File: src/rtl/param_divider.sv
// Restoring shift-subtract divider, one quotient bit per clock, MSB first.
// Define DIV_SIGNED_EN to add two's-complement mode selected by signed_op.
module param_divider #(
  parameter int WIDTH = 32
) (
  input  logic             clk,
  input  logic             rst,
  input  logic             start,
  input  logic [WIDTH-1:0] num,
  input  logic [WIDTH-1:0] den,
  input  logic             signed_op,
  output logic             busy,
  output logic             done,
  output logic [WIDTH-1:0] quo,
  output logic [WIDTH-1:0] rem,
  output logic             div_by_zero
);

  localparam int CW = $clog2(WIDTH + 1);

  typedef enum logic [1:0] {
    S_IDLE,
    S_CALC,
    S_FIN
  } state_t;

  state_t r_state;
  state_t w_next;

  logic [CW-1:0]    r_cnt;
  logic [WIDTH-1:0] r_part;
  logic [WIDTH-1:0] r_dvd;
  logic [WIDTH-1:0] r_dvs;
  logic [WIDTH-1:0] r_quo;
  logic [WIDTH-1:0] r_rem;
  logic             r_dbz;

  logic             w_accept;
  logic             w_den_zero;
  logic             w_last;
  logic [WIDTH-1:0] w_num_mag;
  logic [WIDTH-1:0] w_den_mag;
  logic [WIDTH:0]   w_sh;
  logic [WIDTH+1:0] w_diff;
  logic             w_ge;
  logic [WIDTH-1:0] w_part_n;
  logic [WIDTH-1:0] w_quo_n;
  logic [WIDTH-1:0] w_quo_f;
  logic [WIDTH-1:0] w_rem_f;
  logic             w_unused;

  assign w_accept   = start && (r_state != S_CALC);
  assign w_den_zero = (den == '0);
  assign w_last     = (r_cnt == CW'(1));

`ifdef DIV_SIGNED_EN
  logic r_neg_q;
  logic r_neg_r;
  logic w_num_neg;
  logic w_den_neg;

  assign w_num_neg = signed_op & num[WIDTH-1];
  assign w_den_neg = signed_op & den[WIDTH-1];
  assign w_num_mag = w_num_neg ? -num : num;
  assign w_den_mag = w_den_neg ? -den : den;
  assign w_quo_f   = r_neg_q ? -w_quo_n : w_quo_n;
  assign w_rem_f   = r_neg_r ? -w_part_n : w_part_n;
  assign w_unused  = w_diff[WIDTH];

  always_ff @(posedge clk or posedge rst) begin
    if (rst) begin
      r_neg_q <= 1'b0;
      r_neg_r <= 1'b0;
    end else if (w_accept) begin
      r_neg_q <= w_num_neg ^ w_den_neg;
      r_neg_r <= w_num_neg;
    end
  end
`else
  assign w_num_mag = num;
  assign w_den_mag = den;
  assign w_quo_f   = w_quo_n;
  assign w_rem_f   = w_part_n;
  assign w_unused  = ^{signed_op, w_diff[WIDTH]};
`endif

  // Partial remainder widened by one bit so a large divisor never wraps.
  assign w_sh     = {r_part, r_dvd[WIDTH-1]};
  assign w_diff   = {1'b0, w_sh} - {2'b00, r_dvs};
  assign w_ge     = ~w_diff[WIDTH+1];
  assign w_part_n = w_ge ? w_diff[WIDTH-1:0] : w_sh[WIDTH-1:0];
  assign w_quo_n  = {r_dvd[WIDTH-2:0], w_ge};

  always_ff @(posedge clk or posedge rst) begin
    if (rst) r_state <= S_IDLE;
    else     r_state <= w_next;
  end

  always_comb begin
    w_next = r_state;
    unique case (r_state)
      S_IDLE:
        if (start) w_next = w_den_zero ? S_FIN : S_CALC;
      S_CALC:
        if (w_last) w_next = S_FIN;
      S_FIN:
        if (start) w_next = w_den_zero ? S_FIN : S_CALC;
        else       w_next = S_IDLE;
      default:
        w_next = S_IDLE;
    endcase
  end

  always_comb begin
    busy = (r_state == S_CALC);
    done = (r_state == S_FIN);
  end

  always_ff @(posedge clk or posedge rst) begin
    if (rst) begin
      r_cnt  <= '0;
      r_part <= '0;
      r_dvd  <= '0;
      r_dvs  <= '0;
      r_quo  <= '0;
      r_rem  <= '0;
      r_dbz  <= 1'b0;
    end else if (w_accept) begin
      r_cnt  <= CW'(WIDTH);
      r_part <= '0;
      r_dvd  <= w_num_mag;
      r_dvs  <= w_den_mag;
      if (w_den_zero) begin
        r_quo <= '1;
        r_rem <= num;
        r_dbz <= 1'b1;
      end
    end else if (r_state == S_CALC) begin
      r_cnt  <= r_cnt - CW'(1);
      r_part <= w_part_n;
      r_dvd  <= w_quo_n;
      if (w_last) begin
        r_quo <= w_quo_f;
        r_rem <= w_rem_f;
        r_dbz <= 1'b0;
      end
    end
  end

  assign quo         = r_quo;
  assign rem         = r_rem;
  assign div_by_zero = r_dbz;

endmodule

File: config.mk
export PLATFORM = sky130hd
export DESIGN_NAME = param_divider
export DESIGN_NICKNAME = d
export VERILOG_FILES = /design/src/rtl/param_divider.sv
export SDC_FILE = /design/constraint.sdc
export NUM_CORES = 1
export LEC_CHECK = 0
export CAP_MARGIN = 10
export CORE_MARGIN = 5
export CORE_UTILIZATION = 59
export CTS_BUF_LIST = sky130_fd_sc_hd__clkbuf_16
export DETAILED_ROUTE_END_ITERATION = 6
export MAX_ROUTING_LAYER = met4
export PLACE_DENSITY = 0.95
export SYNTH_ARGS = -nofsm -noshare
export SYNTH_HDL_FRONTEND = slang
export SYNTH_SLANG_ARGS = --single-unit
File: constraint.sdc
create_clock -name clk -period 10.8 [get_ports clk]
set_clock_uncertainty 0.1 [all_clocks]
set_input_delay 2.16 -clock clk [delete_from_list [all_inputs] [get_ports clk]]
set_output_delay 2.16 -clock clk [all_outputs]
set_load 0.005 [all_outputs]
==> out/qor.yml <==
yosys:
  yosysMostFrequentCell: "dfrtp_1"
  yosys_warnings: 0
  synth.avg_cell_area_sq_um: 8.87
  ys.flop_type: "dfrtp_1"
  yosysTopAreaCellShare_pct: 46.1
  ys_ff_latch: 169
  synth-async-reset-ratio_pct: 100
  synth.cell_area_sq_um: 9180
  synthTopCellsByArea: "dfrtp_1, o21ai_0, mux2i_1"
  synth_enable_flop_cells: 0
  yosys-top-cells-count: "dfrtp_1, o21ai_0, nand2_1"
  synth_top_area_cell: "dfrtp_1"
  syn_nets: 1138
  seq_area_frac_synth_pct: 46.1
  syn_inst: 1035
  synth_cell_types: 59
floorplan:
  die_area_sq_um: 18100
  die_h_microns: 135
  die_w_microns: 135
  rows: 45
  core_area_sq_um: 15300
  io_pins: 135
  start_util_pct: 60.1
setup_path:
  path_delay_family: "buffers and inverters"
  startpoint: "start"
  r2r_end: "rem[16]"
  critPathSlowestCell: "clkinv_1"
  worstSetupPathType: "in2reg"
  path_buf_inv: 4
  start_kind: "primary input"
  cp_num_cells: 9
  worst_r2r_path_depth: 9
  cp-endpoint: "rem[16]"
  cp.required_ps: 11040
  slowest_delay_ps: 1060
  reg2reg_slack_ps: 6840
  worstPathMaxFanout: 61
  critPathCaptureType: "register"
  crit_arrival_ps: 7030
  r2r_start: "r_state[0]"
  cp_cell_sequence: "buf_2 > buf_4 > clkinv_1 > nor2_4 > buf_4 > nand2_1 > nand2_1 > o21ai_0 > a21oi_1"
cells_and_area:
  n_antenna_cell: 0
  fin_nets: 1237
  multiInputGateArea_sq_um: 4550
  area_delta_synth_final_pct: 22.1
  ff_latch_area_sq_um: 4230
  fillers: 1039
  finalNonFillerCells: 1358
  layout-drive-gt1-share_pct: 4.88
sta:
  rsz0062_at_grt: "false"
  setup-tns-final_ps: 0
  period_needed_ps: 6790
  slew_headroom_pct: 18.6
  worst_pin_slew_ps: 1220
  finalCritPeriodShare_pct: 62.8
  whs_ps: 385
  fmax_mhz: 147
  finalMaxSlewViolations: 0
  hold_viol: 0
  setup_viol_count_final: 0
routing:
  vias_per_cell: 6.28
  drc: 0
  firstDrtPassIters: 6
  drtAntennaViolNets: 0
  num_vias: 8528
  drtIter0Drc: 856
  wl_per_cell_microns: 19.6
  routed_wl_mm: 26.6
placement:
  gp_congestion: 0.922
  portBuffers: 133
  hpwlAfterDp_mm: 17.8
  dp_cells: 1326
global_route:
  grt.total_usage_pct: 30.4
  grt_max_degree: 95
  grt_pass1_wl_mm: 42.7
  grt_pass1_vias: 8474
  antenna_found_initial: 0
  grt_overflow: 0
power_and_ir_drop:
  p_seq_share_pct: 28.4
  peakVddDrop_uv: 196
  switchingPower_w: 0.00163
  leakage_nw: 4.81
  swShare_pct: 44.6
  clkPwrFrac_pct: 17.7
  pwr-share-comb_pct: 53.9
  finalPower_w: 0.00366
  internal-power_w: 0.00203
  power_density_nw_per_um2: 327
cts:
  path_clk_slew_ps: 60
  tritoncts: "built"
  clockRootBuffer: "clkbuf_16"
  cts_hold_buffers: 0
  clockBufferDepth: 2
  cts_resized: 0
  clock_sinks: 169
  htree_levels: 4
  clkLatencyLatePin_ps: 440
  post_cts_buffers: 0
  cts_made_buffers: 17
hold_path:
  hold_class: "reg2reg"
run:
  cap_violations: 0
run_status:
  status: "finished, final reports clean"
worst min-delay path: cells and delay by family, from the launching register on:
kind	cells	cell delay [ps]
simple gates	1	50
compound gates	1	60
flops	1	340
cell usage in the layout, fill, tap and decap left out, types with 3 or more instances in the layout:
cell and instances:
dfrtp_1 169, o31a_1 3, xor2_1 10, nand2b_1 8, inv_6 5, nor2_1 64
o21a_1 6, nand2_1 143, xnor2_1 20, bufinv_16 3, clkdlybuf4s50_1 132, a21boi_0 4
nor4_1 8, nand3_1 41, buf_4 8, clkbuf_16 17, nor3_1 13, mux2i_1 59
inv_1 39, or3_1 23, clkinvlp_4 5, a31oi_1 9, ha_1 34, o22ai_1 5
and3_1 8, o21bai_1 3, a21oi_1 67, nand4_1 11, a21o_1 7, a211oi_1 5
o21ai_1 27, o21ai_0 150
sequential cells by signal (all words and copies together) (netlist names):
name and count:
r_dvd 32, r_dvs 32, quo 32, div_by_zero 1, r_state 2, r_cnt 6, rem 32, r_part 32
how the worst min path moves through the flow:
| stage | slack, ps | from | end | cells past startpoint |
|---|---|---|---|---|
| floorplan | 350 | r_dvs[0] | r_dvs[0] | 2 |
| global placement | 360 | quo[5] | quo[5] | 2 |
| detailed placement | 370 | quo[4] | quo[4] | 2 |
| CTS | 390 | quo[5] | quo[5] | 2 |
| global route | 420 | quo[21] | quo[21] | 2 |
| finish | 390 | quo[16] | quo[16] | 2 |
routing by layer:
layer / track usage [%] / up-vias / wire (microns)
met4: 14.5 / 0 / 1280
met5: - / - / 0
met2: 49.2 / 490 / 13100
met1: 37.0 / 4096 / 10200
li1: - / 3830 / -
met3: 5.70 / 112 / 2050
per-stage QoR:
stage / cell area (sq um) / util [%] / setup slack [ps]
5_1_grt: 11200 / 73.4 / 3720
3_3_place_gp: 10600 / 69.4 / 3930
2_1_floorplan: 9180 / - / 3960
3_5_place_dp: 10600 / 69.4 / 3820
4_1_cts: 11200 / 73.4 / 4190
6_report: 11200 / 73.4 / 4010
power groups by stage:
| stage | combinational, W | clock [W] | sequential, W |
|---|---|---|---|
| after floorplan | 0.00142 | 0 | 0.000992 |
| after CTS | 0.00195 | 0.000648 | 0.00103 |
| after detailed placement | 0.00191 | 0 | 0.00103 |
| after global routing | 0.00215 | 0.000679 | 0.00106 |
| after global placement | 0.00185 | 0 | 0.00103 |
| final | 0.00197 | 0.000648 | 0.00104 |
cell families after synthesis:
kind of cell             share of synthesized area (%)
AND/OR/NAND/NOR                                   16.7
AO/OA/AOI/OAI                                     18.2
flip-flops                                        46.1
buffers and inverters                             4.61
multiplexers                                      6.68
adder cells (fa/ha/maj)                           4.85
XOR/XNOR                                          2.86
area by class of cell:
| cell class | count | share of cell area (%) |
|---|---|---|
| Sequential cell | 169 | 37.7 |
| Clock inverter | 15 | 1.69 |
| Timing Repair Buffer | 141 | 12.4 |
| Inverter | 42 | 1.45 |
| Clock buffer | 17 | 3.80 |
| Tap cell | 211 | 2.36 |
| Multi-Input combinational cell | 763 | 40.6 |
Power figures use the tool's default switching activity.
